===== config.mk =====
export PLATFORM = sky130hd
export DESIGN_NAME = simon_serial_core
export DESIGN_NICKNAME = d
export VERILOG_FILES = /design/src/rtl/simon_serial_core.sv
export SDC_FILE = /design/constraint.sdc
export NUM_CORES = 1
export LEC_CHECK = 0
export CAP_MARGIN = 25
export CORE_ASPECT_RATIO = 2
export CORE_MARGIN = 8
export CORE_UTILIZATION = 45
export CTS_CLUSTER_SIZE = 12
export DETAILED_ROUTE_END_ITERATION = 8
export GPL_TIMING_DRIVEN = 0
export SLEW_MARGIN = 40
export SYNTH_ARGS = -nofsm -noshare
export SYNTH_HDL_FRONTEND = slang
export SYNTH_SLANG_ARGS = --single-unit
export TNS_END_PERCENT = 20

===== constraint.sdc =====
create_clock -name clk -period 7.5 [get_ports clk]
set_input_delay 1.5 -clock clk [delete_from_list [all_inputs] [get_ports clk]]
set_output_delay 1.5 -clock clk [all_outputs]
set_load 0.005 [all_outputs]

===== src/rtl/simon_serial_core.sv =====
// simon_serial_core
//   Bit-serial SIMON block encryptor with a 2N-bit block, an M*N-bit key and
//   T rounds. Each RUN cycle does one full round and one key-schedule step.
//
// Ports
//   clk        : rising-edge clock
//   reset      : asynchronous, active-low reset
//   data_in    : serial plaintext / key bit
//   data_rdy   : command, 00 idle, 01 shift plaintext bit, 10 shift key bit, 11 start
//   debug_port : sampled at start; 1 = output phase streams the master key
//   cipher_out : serial output bit (registered, 0 whenever valid is low)
//   valid      : high for each cipher_out bit of the output phase
//   busy       : high while running rounds or streaming output
module simon_serial_core #(
  parameter int              N        = 16,
  parameter int              M        = 4,
  parameter int              T        = 32,
  parameter logic [61:0]     Z_SEQ    = 62'b11111010001001010110000111001101111101000100101011000011100110,
  parameter bit              KEY_LOCK = 1'b0,
  parameter logic [M*N-1:0]  KEY_INIT = '0
) (
  input  logic       clk,
  input  logic       reset,
  input  logic       data_in,
  input  logic [1:0] data_rdy,
  input  logic       debug_port,
  output logic       cipher_out,
  output logic       valid,
  output logic       busy
);

  localparam int BW = 2 * N;
  localparam int KW = M * N;
  localparam int OW = $clog2(BW);
  localparam int KI = $clog2(KW);
  localparam logic [N-1:0] C3 = N'(3);

  typedef enum logic [1:0] {S_IDLE, S_RUN, S_OUT} state_t;

  state_t          state_q, state_d;
  logic [BW-1:0]   blk_q, blk_d;
  logic [KW-1:0]   mkey_q, mkey_d;
  logic [N-1:0]    wkey_q [M];
  logic [N-1:0]    wkey_d [M];
  logic [6:0]      rcnt_q, rcnt_d;
  logic [OW-1:0]   ocnt_q, ocnt_d;
  logic            dbg_q, dbg_d;
  logic            cipher_out_q, cipher_out_d;
  logic            valid_q, valid_d;

  function automatic logic [N-1:0] rol(input logic [N-1:0] v, input int s);
    return (v << s) | (v >> (N - s));
  endfunction

  function automatic logic [N-1:0] ror(input logic [N-1:0] v, input int s);
    return (v >> s) | (v << (N - s));
  endfunction

  // Round and key-schedule datapath
  logic [N-1:0] x_cur, y_cur, x_new;
  logic [N-1:0] ks_tmp, key_new;
  logic [5:0]   zidx;
  logic         z_bit;
  logic [KI-1:0] kidx;

  always_comb begin
    x_cur = blk_q[BW-1:N];
    y_cur = blk_q[N-1:0];
    x_new = y_cur ^ (rol(x_cur, 1) & rol(x_cur, 8)) ^ rol(x_cur, 2) ^ wkey_q[0];

    // rcnt never exceeds 126, so a single conditional subtract gives mod 62.
    zidx  = (rcnt_q >= 7'd62) ? 6'(rcnt_q - 7'd62) : rcnt_q[5:0];
    // z[0] lives in the MSB of Z_SEQ.
    z_bit = Z_SEQ[6'd61 - zidx];

    ks_tmp = ror(wkey_q[M-1], 3);
    if (M == 4) ks_tmp = ks_tmp ^ wkey_q[1];
    ks_tmp  = ks_tmp ^ ror(ks_tmp, 1);
    key_new = ~wkey_q[0] ^ ks_tmp ^ {{(N-1){1'b0}}, z_bit} ^ C3;

    // Debug stream walks the master key from its MSB downward.
    kidx = KI'(KW - 1) - KI'(ocnt_q);
  end

  // Next-state and output logic
  always_comb begin
    state_d      = state_q;
    blk_d        = blk_q;
    mkey_d       = mkey_q;
    wkey_d       = wkey_q;
    rcnt_d       = rcnt_q;
    ocnt_d       = ocnt_q;
    dbg_d        = dbg_q;
    cipher_out_d = 1'b0;
    valid_d      = 1'b0;

    case (state_q)
      S_IDLE: begin
        case (data_rdy)
          2'b01: blk_d = {blk_q[BW-2:0], data_in};
          2'b10: if (!KEY_LOCK) mkey_d = {mkey_q[KW-2:0], data_in};
          2'b11: begin
            for (int i = 0; i < M; i++) wkey_d[i] = mkey_q[i*N +: N];
            dbg_d   = debug_port;
            rcnt_d  = '0;
            state_d = S_RUN;
          end
          default: ;
        endcase
      end

      S_RUN: begin
        blk_d = {x_new, x_cur};
        for (int i = 0; i < M - 1; i++) wkey_d[i] = wkey_q[i+1];
        wkey_d[M-1] = key_new;
        rcnt_d = rcnt_q + 7'd1;
        if (rcnt_q == 7'(T - 1)) begin
          state_d = S_OUT;
          ocnt_d  = '0;
        end
      end

      S_OUT: begin
        valid_d      = 1'b1;
        cipher_out_d = dbg_q ? mkey_q[kidx] : blk_q[BW-1];
        // Full rotation over 2N cycles leaves the ciphertext in place.
        blk_d  = {blk_q[BW-2:0], blk_q[BW-1]};
        ocnt_d = ocnt_q + 1'b1;
        if (ocnt_q == OW'(BW - 1)) state_d = S_IDLE;
      end

      default: state_d = S_IDLE;
    endcase
  end

  always_ff @(posedge clk or negedge reset) begin
    if (!reset) begin
      state_q      <= S_IDLE;
      blk_q        <= '0;
      mkey_q       <= KEY_INIT;
      for (int i = 0; i < M; i++) wkey_q[i] <= '0;
      rcnt_q       <= '0;
      ocnt_q       <= '0;
      dbg_q        <= 1'b0;
      cipher_out_q <= 1'b0;
      valid_q      <= 1'b0;
    end else begin
      state_q      <= state_d;
      blk_q        <= blk_d;
      mkey_q       <= mkey_d;
      for (int i = 0; i < M; i++) wkey_q[i] <= wkey_d[i];
      rcnt_q       <= rcnt_d;
      ocnt_q       <= ocnt_d;
      dbg_q        <= dbg_d;
      cipher_out_q <= cipher_out_d;
      valid_q      <= valid_d;
    end
  end

  assign cipher_out = cipher_out_q;
  assign valid      = valid_q;
  assign busy       = (state_q != S_IDLE);

endmodule


==> impl_results.md <==
* Status: finished clean
* PortBufs at 8
* Top-area cell type share of the netlist area at between 40% and 50%
* Warning count from the yosys run at 0
* Post-synthesis sequential area ratio at between 40% and 50%
* PwrDens at a little over 400 nW/µm²
* Mean Syn Cell Area at approximately 11 µm²
* Worst hold-check slack at 0.487 ns
* CTS tree: built
* Synth area leaders: dfrtp_1 (48%), xnor2_1 (9.5%), mux2_2 (8.3%)
* Resized cells post-CTS at 0
* Die Wd at approximately 120 µm
* First-pass GRT wire length at a little under 40,000 µm
* Routed vias at approximately 6,500
* Root Buffer: clkbuf_16
* Dominant synthesized flop cell: dfrtp_1
* Cells after Synth at between 800 and 900
* Final Hold Fails at 0
* Ratio of cells with drive above 1 in the final layout at between 10 and 15%
* Clock-pin slew on the worst setup and hold paths at roughly 0.07 ns
* Setup violators final at 0
* Initial Util at a little under half
* Chip Height at between 200 and 250 µm
* Fmax at 263 MHz
* IR drop worst, VDD at around 0.00019 V
* Slowest CP cell: or4_1
* Syn nets at between 800 and 900
* Largest net degree at the start of global routing at 63
* Min-Delay Path Class: reg -> reg
* Post-route DRC at 0
* Final slew viol count at 0
* Worst path bufs/invs at 1
* Final Util at roughly 51%
* Setup WS pre-CTS at 3.58 ns
* Pin slew with the least headroom to its limit at a little under 0.8 ns
* MaxCap Viol Count at 0
* Layout Area Growth over Synthesis at 12.4%
* Crit-path cells: ha_1 -> nor2b_4 -> o211a_4 -> o211ai_1 -> inv_1 -> ha_1 -> xnor2_1 -> nor2_1 -> or4_1 -> a32oi_1 -> mux2i_1 -> o211ai_1
* Detail Route Antenna Nets at 0
* CP endpoint kind: register
* Remaining Overflow, GRT at 0
* Leakage at 4.44 nW
* Setup crit start kind: register
* Mapped cell area at between 9000 and 10,000 µm²
* Initial antenna violation count at 0
* Site Rows at 74
* H-tree levels at 4
* Post-DP HPWL at roughly 19,000 µm
* FILL cells at about 1,900
* CP arrival at 4.10 ns
* Post-synthesis cell type count at between 50 and 60
* Layout Nets at 910
* WL/cell at about 21 µm
* TritonCTS Sinks at roughly 180
* Die Area at approximately 26,000 µm²
* Iter 0 DRT Violations at approximately 450
* Vias in the first global route at 6,892
* Period utilization at 50.7%
* CP delay by family, top: compound AO/OA/AOI/OAI gates
* DR vias/cell at around 5.6
* Max Buffers Root-to-Sink at 2
* Crit-path max cell delay at roughly 0.48 ns
* Post-CTS setup buffers at 0
* Dominant cell type by area after synthesis: dfrtp_1
* CTS Hold Buffers Added at 0
* Ys async rst share at 100%
* CTS Buf Count at 17
* Final WS setup at ~3.7 ns
* GRT Resource Usage Total at 20.9%
* Post-Route WL at around 25,000 µm
* EDFF count, synth at 0
* # diodes at 0
* Period minus WS final at between 3 and 4 ns
* Detailed Routing Iterations Pass 1 at 5
* Gpl congestion at 0.897
* WP data required at approximately 7.8 ns
* RSZ-0062 raised after global routing: false
* Worst-path maximum fanout at 7
* Final setup skew at just over 0.008 ns
* Slew margin rel. at 48.1%
* Synthesis-stage register bit count at between 150 and 200
* # IOs at 9
* Critical setup path kind: reg -> reg
* Placeable Area at 20,300 µm²
* Clk_lat worst skew at between 0.4 and 0.5 ns
## routing by layer
| layer | track usage, % | up-vias | part of all wire (%) |
|---|---|---|---|
| met2 | 39.1 | 106 | 57 |
| met3 | 3.71 | 66 | 1.9 |
| met1 | 20.4 | 3285 | 35 |
| met5 | 0 | - | 0 |
| met4 | 12.6 | 0 | 5.9 |
| li1 | - | 3058 | - |
## cells by family (layout without fill, tap and decap cells)
family | count (synthesis) | in the layout | share of synthesized area, %
AOI/OAI and AO/OA | 184 | 184 | 12.1
xor gates and xnor gates | 107 | 107 | 10.2
adders and majority gates | 13 | 13 | 1.76
buffers and inverters | 63 | 106 | 2.94
DFF | 177 | 177 | 48.0
muxes | 129 | 129 | 16.3
and+or+nand+nor | 188 | 188 | 8.78
## power by group
part	total [mW]	switching [mW]	leakage [nW]	internal (mW)
Clock	0.963	0.379	0.303	0.584
Sequential	1.50	0.317	2.35	1.19
Combinational	1.75	0.982	1.79	0.772
## synth_stat cells (2+ instances only)
| cell | count |
|---|---|
| nor2b_1 | 2 |
| a21o_1 | 2 |
| nor2_1 | 59 |
| ha_1 | 13 |
| o211ai_1 | 3 |
| inv_1 | 9 |
| xor2_1 | 7 |
| buf_1 | 5 |
| mux4_2 | 10 |
| buf_4 | 5 |
| mux2i_1 | 51 |
| a21oi_1 | 54 |
| buf_6 | 2 |
| nand2_1 | 99 |
| dfrtp_1 | 177 |
| a22oi_1 | 32 |
| nand3_1 | 9 |
| mux2_2 | 68 |
| o21ai_0 | 72 |
| nand4_1 | 3 |
| clkbuf_1 | 41 |
| and3_1 | 2 |
| o2111ai_1 | 2 |
| xnor2_1 | 100 |
| o311ai_0 | 2 |
| a32o_1 | 2 |
## state kept, by name (all words and copies together) (netlist names)
signal and count:
cipher_out 1, dbg_q 1, state_q 2, blk_q 32, mkey_q 64, rcnt_q 7, wkey_q 64, ocnt_q 5
valid 1
## final cells by class
cell class / count / area [µm²] / area share, %
Multi-Input combinational cell: 621 / 4540 / 43.8
Buffer: 54 / 238 / 2.29
Timing Repair Buffer: 11 / 168 / 1.62
Inverter: 9 / 33.8 / 0.326
Tap cell: 266 / 333 / 3.21
Sequential cell: 177 / 4430 / 42.7
Clock buffer: 23 / 478 / 4.61
Clock inverter: 9 / 154 / 1.48
## worst register-to-register path, cell delays in order, from the launching register on
cell and delay (ns):
dfrtp_1 0.41, ha_1 0.24, nor2b_4 0.15, o211a_4 0.24, o211ai_1 0.41, inv_1 0.21
ha_1 0.32, xnor2_1 0.45, nor2_1 0.09, or4_1 0.48, a32oi_1 0.33, mux2i_1 0.22
o211ai_1 0.10
## path summary, 6_finish.rpt
kind,startpoint,to,slack (ns),depth (start not counted)
max in group asynchronous,reset,mkey_q[61],5.78,3
min,wkey_q[16],wkey_q[16],0.49,2
min in group asynchronous,reset,mkey_q[13],0.86,1
max reg2reg,rcnt_q[1],wkey_q[0],3.70,12
max,rcnt_q[1],wkey_q[0],3.70,12
min reg2reg,wkey_q[16],wkey_q[16],0.49,2
## layout by cell type, fill, tap and decap left out, drive strengths merged, types with 2 or more instances in the layout
cell type	n
clkdlybuf4s50	7
a21boi	2
mux2i	51
and3	3
o211ai	3
mux2	68
dfrtp	177
clkinv	3
nand3	10
clkbuf	64
xor2	7
inv	9
mux4	10
and2	2
or2	2
clkinvlp	2
o2111ai	2
a21o	2
o311ai	3
xnor2	100
nand3b	2
a21oi	55
buf	17
nor2b	3
nor2	59
ha	13
nand4	3
bufinv	4
a32o	2
nor3b	2
a22oi	32
o21ai	74
nand2	99
## stage by stage
stage	area, µm²	setup TNS, ns	power [mW]	instances
final	10400	0	4.22	1170
after global routing	10400	0	4.49	1170
after CTS	10400	0	4.24	1170
after detailed placement	9740	0	3.27	1138
after global placement	9640	-454.20	3.23	1135
after floorplan	9230	0	2.74	861
(Power assumes the default switching activity.)
